### config.mk
export PLATFORM = sky130hd
export DESIGN_NAME = axis_packet_gen
export DESIGN_NICKNAME = d
export VERILOG_FILES = /design/src/rtl/axis_pkg.sv /design/src/rtl/axis_packet_gen.sv
export SDC_FILE = /design/constraint.sdc
export NUM_CORES = 1
export LEC_CHECK = 0
export CORE_ASPECT_RATIO = 1.75
export CORE_MARGIN = 2
export CORE_UTILIZATION = 54
export CTS_CLUSTER_DIAMETER = 40
export DETAILED_ROUTE_END_ITERATION = 6
export DONT_BUFFER_PORTS = 1
export HOLD_SLACK_MARGIN = 0.12
export PLACE_DENSITY = 0.65
export SLEW_MARGIN = 30
export SYNTH_ARGS = -nofsm -noshare
export SYNTH_HDL_FRONTEND = slang
export SYNTH_SLANG_ARGS = --single-unit
### constraint.sdc
create_clock -name aclk -period 2.35 [get_ports aclk]
set_input_delay 0.47 -clock aclk [delete_from_list [all_inputs] [get_ports aclk]]
set_output_delay 0.47 -clock aclk [all_outputs]
set_load 0.01 [all_outputs]
### src/rtl/axis_pkg.sv
// Shared AXI-Stream definitions.
// Holds the master-side state encoding reused by the AXIS blocks.
package axis_pkg;

    typedef enum logic {
        IDLE = 1'b0,
        SEND = 1'b1
    } axis_state_e;

endpackage

### src/rtl/axis_packet_gen.sv
// AXI-Stream packet generator: emits pkt_len beats counting up from seed.
// Ports: aclk/areset (sync, active-high)/aclken; start, pkt_len, seed
// request a packet; m_tdata/m_tvalid/m_tlast/m_tready form the stream;
// busy while sending, done pulses after the last beat, pkt_count counts.
module axis_packet_gen #(
    parameter int DATA_WIDTH = 8,
    parameter int LEN_WIDTH  = 16
) (
    input  logic                  aclk,
    input  logic                  areset,
    input  logic                  aclken,
    input  logic                  start,
    input  logic [LEN_WIDTH-1:0]  pkt_len,
    input  logic [DATA_WIDTH-1:0] seed,
    output logic [DATA_WIDTH-1:0] m_tdata,
    output logic                  m_tvalid,
    output logic                  m_tlast,
    input  logic                  m_tready,
    output logic                  busy,
    output logic                  done,
    output logic [15:0]           pkt_count
);

    import axis_pkg::*;

    axis_state_e          state;
    // Beats still to follow the one on the bus; counts down, so a
    // maximum-length packet never needs a wider counter.
    logic [LEN_WIDTH-1:0] remaining;

    always_ff @(posedge aclk) begin
        if (areset) begin
            state     <= IDLE;
            remaining <= '0;
            m_tdata   <= '0;
            m_tvalid  <= 1'b0;
            m_tlast   <= 1'b0;
            busy      <= 1'b0;
            done      <= 1'b0;
            pkt_count <= '0;
        end else if (aclken) begin
            done <= 1'b0;
            unique case (state)
                IDLE: begin
                    if (start && pkt_len != '0) begin
                        state     <= SEND;
                        remaining <= pkt_len - LEN_WIDTH'(1);
                        m_tdata   <= seed;
                        m_tvalid  <= 1'b1;
                        m_tlast   <= (pkt_len == LEN_WIDTH'(1));
                        busy      <= 1'b1;
                    end
                end
                SEND: begin
                    // m_tvalid is always high here, so m_tready alone
                    // decides the handshake.
                    if (m_tready) begin
                        if (remaining == '0) begin
                            state     <= IDLE;
                            m_tvalid  <= 1'b0;
                            m_tlast   <= 1'b0;
                            busy      <= 1'b0;
                            done      <= 1'b1;
                            pkt_count <= pkt_count + 16'd1;
                        end else begin
                            remaining <= remaining - LEN_WIDTH'(1);
                            m_tdata   <= m_tdata + DATA_WIDTH'(1);
                            m_tlast   <= (remaining == LEN_WIDTH'(1));
                        end
                    end
                end
            endcase
        end
    end

endmodule

### After elaboration in Yosys (flattened, before gate mapping)

Cells that the tools add are included.

| word-level totals | value |
|---|---|
| input bits | 29 |
| flip-flop bits (word level) | 44 |
| logic and storage cells | 48 |
| output and inout port bits | 28 |

| operators by class | value |
|---|---|
| eq/ne operators | 6 |
| add/subtract/negate cells | 4 |
| reduce and logical (&&, ||, !) cells | 7 |
| bitwise logic cells | 1 |
| muxes and demuxes | 23 |

Operators with widths:

| kind | number |
|---|---|
| $mux W16 | 3 |
| $eq A16 B1 Y1 const B | 2 |
| $pmux W16 S2 | 1 |
| $sub A16 B1 Y16 const B | 2 |
| $mux W8 | 3 |
| $add A16 B1 Y16 const B | 1 |
| $logic_not A16 Y1 | 1 |
| $pmux W8 S2 | 1 |
| $reduce_bool A16 Y1 | 1 |
| $mux W1 | 12 |
| $reduce_and A4 Y1 | 3 |
| $add A8 B1 Y8 const B | 1 |
| $ne A2 B2 Y1 const B | 3 |
| $pmux W1 S2 | 3 |
| $reduce_and A3 Y1 | 1 |
| $ne A2 B1 Y1 const B | 1 |
| $logic_and A1 B1 Y1 | 1 |
| $not A1 Y1 | 1 |

### Logic depth before layout (Yosys ltp)

| depth | value |
|---|---|
| depth after elaboration | 4 |
| gate-level depth with buffers | 10 |
| depth with buffers taken out | 8 |

### Worst setup path after synthesis

Ideal clock, no wire load.

| timing | value |
|---|---|
| kind | in2reg |
| from | input port pkt_len[6] |
| to | register remaining[8] |
| stages on the path | 8 |
| path buffers | 2 |
| required time | 2214 ps |
| arrival | 2079 ps |
| setup slack | 136 ps |
| library setup time | 136 ps |
| cells stage by stage | or4_4 nor4b_4 nand4_2 and3_1 buf_6 buf_8 a21oi_1 a211oi_2 |

| between the ends | value |
|---|---|
| cells in the longest elaborated chain, start to end | 4 |
| elaborated cells on any way between the ends | 7 |
| classes of those cells | 1 x add/sub; 1 x eq/ne; 2 x mux; 3 x reduce/logical |

Ends and longest elaborated chain:

| item | line | text |
|---|---|---|
| start, declared | axis_packet_gen.sv:13 | `input logic [LEN_WIDTH-1:0] pkt_len,` |
| parallel branches: the longest is 4 deep, another holds $sub A16 B1 Y16 | - |  |
| end signal, assigned | axis_packet_gen.sv:47 | `remaining <= pkt_len - LEN_WIDTH'(1);` |
| end signal, assigned | axis_packet_gen.sv:66 | `remaining <= remaining - LEN_WIDTH'(1);` |
| end, declared | axis_packet_gen.sv:29 | `logic [LEN_WIDTH-1:0] remaining;` |

Parallel ways; which one is timed is not known. The select of a mux whose other input is x is not followed.
A chain may end at the register's enable or synchronous reset.

### Worst setup path after layout

| timing | value |
|---|---|
| from | register remaining[0] |
| to | register remaining[12] |

| between the ends | value |
|---|---|
| cells in the longest elaborated chain, start to end | 4 |
| elaborated cells on any way between the ends | 7 |
| classes of those cells | 1 x add/sub; 1 x eq/ne; 3 x mux; 2 x reduce/logical |

Ends and longest elaborated chain:

| item | line | text |
|---|---|---|
| $sub A16 B1 Y16 | axis_packet_gen.sv:66 |  |
| $mux W16 | axis_packet_gen.sv:58 | `if (remaining == '0) begin` |
| $mux W16 | axis_packet_gen.sv:57 | `if (m_tready) begin` |
| $pmux W16 S2 | axis_packet_gen.sv:43 | `unique case (state)` |

Several ways; a longest one is shown, not always the timed one. The select of a mux whose other input is x is not followed.

==> impl_metrics.env <==
export IMPL_status="complete, no violations"
export IMPL_drc=0
export IMPL_grt_pass1_wl_mm=11.2
export IMPL_clock_path_buffers=2
export IMPL_final_nets=380
export IMPL_num_vias=2539
export IMPL_ys_ff_latch=44
export IMPL_rows=34
export IMPL_multiInputGateArea_um2=1690
export IMPL_synth_ff_type="dfxtp_1"
export IMPL_post_synth_top_area_fraction_pct=32.7
export IMPL_clock_fmax_ghz=0.447
export IMPL_crit_chain="inv_1 -> ha_1 -> or3b_2 -> and2b_2 -> buf_4 -> nand2_1 -> o31ai_2 -> o211ai_1 -> a21oi_1"
export IMPL_drive_above_1_share_pct=12.7
export IMPL_min_to="pkt_count[3]"
export IMPL_synth_edf_count=0
export IMPL_fin_skew_ns=0.00722
export IMPL_fp_dieW_um=57.4
export IMPL_cts_root_buffer="clkbuf_8"
export IMPL_antenna_cells=0
export IMPL_via_per_inst=6.35
export IMPL_slew_violations=0
export IMPL_avgSynthCellArea_um2=7.88
export IMPL_synth_cells=342
export IMPL_globalRoute_busiestLayer="met2"
export IMPL_gr_total_overflow=0
export IMPL_die_y_um=97.4
export IMPL_drt_iter0_drc=121
export IMPL_post_drt_wl_per_cell_um=16.9
export IMPL_fin_crit_ns=2.24
export IMPL_cp_max_fo=6
export IMPL_hold_path_startpoint="areset"
export IMPL_gp_congestion=0.824
export IMPL_area_delta_synth_final_pct=8.64
export IMPL_finalPower_uw=1810
export IMPL_whs_path_depth=1
export IMPL_r2r_start="remaining[0]"
export IMPL_core_um2=4890
export IMPL_peakVddDrop_mv=0.611
export IMPL_start_util_pct=55.1
export IMPL_endpoint_kind="flip-flop"
export IMPL_io_buffers=0
export IMPL_yosysUniqueCellTypes=51
export IMPL_grt_util_met3_pct=4.66
export IMPL_r2r_cells=9
export IMPL_numCtsBuffers=5
export IMPL_arrival_ns=2.47
export IMPL_grtUsageMet2_pct=42.9
export IMPL_final_seq_area_um2=881
export IMPL_cts_setup_buffers=0
export IMPL_dieArea_um2=5590
export IMPL_crit_slowest_cell="or3b_2"
export IMPL_synth_top_cells_by_count="dfxtp_1 (44), nand2_1 (39), nor2_1 (35), a21oi_1 (32), o21ai_0 (23)"
export IMPL_met1_usage_pct=28.8
export IMPL_cellLeakagePower_uw=0.00101
export IMPL_worstSetupStartpointType="flip-flop"
export IMPL_max_slew_margin_pct=63.5
export IMPL_cts_htree_levels=2
export IMPL_hold_buffers=0
export IMPL_drtAntennaViolNets=0
export IMPL_setup_viol=0
export IMPL_drv_cap=0
export IMPL_min_path_type="input port to flip-flop"
export IMPL_path_clk_slew_ns=0.09
export IMPL_grt_pass1_vias=2434
export IMPL_antenna_found_initial=0
export IMPL_yosysTopAreaCell="dfxtp_1"
export IMPL_drtPass1Iterations=5
export IMPL_worst_pin_slew_ns=0.543
export IMPL_wl_mm=6.77
export IMPL_synthTopCellsByArea="dfxtp_1 (33%), a21oi_1 (5.9%), nand2_1 (5.4%), nor2_1 (4.9%), xor2_1 (4.9%)"
export IMPL_r2r_setup_slack_ns=0.11
export IMPL_seq_area_frac_synth_pct=32.7
export IMPL_synth_area_um2=2690
export IMPL_holdWs_ns=0.229
export IMPL_worstSetupPathType="flip-flop to flip-flop"
export IMPL_grt_start_max_net_pins=44
export IMPL_clkLatencyLatePin_ns=0.30
export IMPL_pwr_density_cell_nw_per_um2=617
export IMPL_yosysMostFrequentCell="dfxtp_1"
export IMPL_grtUsageTotal_pct=24.8
export IMPL_finalHoldViolCount=0
export IMPL_cpPeakStageDelay_ns=0.48
export IMPL_r2r_end="remaining[12]"
export IMPL_fin_crit_sh_pct=95.3
export IMPL_syn_num_nets=377
export IMPL_startpoint="remaining[0]"
export IMPL_cts_tree="done"
export IMPL_required_ns=2.58
export IMPL_yosysWarnings=0
export IMPL_nFillCells=466
export IMPL_post_dp_hpwl_mm=4.90
export IMPL_io_pins=57
export IMPL_async_flop_share_pct=0
export IMPL_cts_sinks=44
## routing by layer
layer	part of all wire, %	wire length (um)	vias to the layer above
met4	2.8	187	0
met2	54	3630	55
met1	39	2670	1226
met3	4.1	276	14
li1	-	-	1244
met5	0	0	-
## what timing repair did
| item | in CTS | in global routing |
|---|---|---|
| resized for setup | 0 | 5 |
| endpoints found under the setup margin | 0 | 12 |
| endpoints found under the hold margin | 0 | 0 |
## flip-flops by register name, summed over array words and instances, names as in the netlist
| name | flops |
|---|---|
| pkt_count | 16 |
| remaining | 16 |
| m_tdata | 8 |
| busy | 1 |
| done | 1 |
| m_tlast | 1 |
| state | 1 |
## layout make-up
| class | instances | area share (%) |
|---|---|---|
| clock inverter | 2 | 1.33 |
| tap | 54 | 2.31 |
| multi-input combinational | 269 | 57.8 |
| inverter | 9 | 1.15 |
| clock buffer | 6 | 2.82 |
| timing repair buffer | 16 | 4.53 |
| sequential | 44 | 30.1 |
## critical path: cells and delay by family, from the launching register on
family | cells | cell delay, ns
simple gates | 3 | 0.87
compound gates | 3 | 0.50
flops | 1 | 0.36
buf+inv | 2 | 0.23
fa+ha+maj | 1 | 0.21
## layout by cell type, fill, tap and decap left out, drive strengths merged, types with 3 or more instances in the layout
cell type / instances
or4: 4
o211ai: 6
a31oi: 4
nand2: 39
nor3: 17
xnor2: 8
nor4b: 3
o21ai: 23
clkbuf: 6
a32o: 3
a21oi: 32
nand4: 9
and2: 3
and3: 3
o22ai: 4
o32ai: 7
o31ai: 3
buf: 16
dfxtp: 44
mux2i: 5
inv: 8
nor4: 6
nand3: 12
xor2: 15
ha: 6
nor2: 35
or3: 4
## power breakdown
| part | internal (uW) | switching (uW) |
|---|---|---|
| Combinational | 153 | 207 |
| Clock | 348 | 277 |
| Sequential | 778 | 43.3 |
## cell families (layout without fill, tap and decap cells)
| kind of cell | Yosys count | in the layout | share of synthesized area (%) |
|---|---|---|---|
| AOI/OAI and AO/OA | 89 | 89 | 20.7 |
| xor gates and xnor gates | 23 | 23 | 7.48 |
| adders and majority gates | 6 | 6 | 2.79 |
| buffers and inverters | 29 | 33 | 5.34 |
| DFF | 44 | 44 | 32.7 |
| muxes | 5 | 5 | 1.86 |
| and+or+nand+nor | 146 | 146 | 29.1 |
## stage by stage
stage	instance area (um2)	worst slack (ns)	std cells	util [%]	setup TNS [ns]
3_5_place_dp	2780	0.0704	392	56.9	0
6_report	2930	0.112	400	59.8	0
4_1_cts	2910	0.0542	400	59.4	0
2_1_floorplan	2690	0.136	342	-	0
5_1_grt	2930	-0.00168	400	59.8	-0.00168
3_3_place_gp	2780	0.130	392	56.9	0
## worst max-delay path by stage
| stage | to | cells past startpoint | slack (ns) |
|---|---|---|---|
| after detailed placement | pkt_count[14] | 7 | 0.07 |
| final | remaining[12] | 9 | 0.11 |
| after global placement | pkt_count[11] | 8 | 0.13 |
| after floorplan | remaining[8] | 8 | 0.14 |
| after global routing | remaining[8] | 9 | -0.002 |
| after CTS | pkt_count[14] | 7 | 0.05 |
No activity file was read; power rests on OpenSTA's default activity.
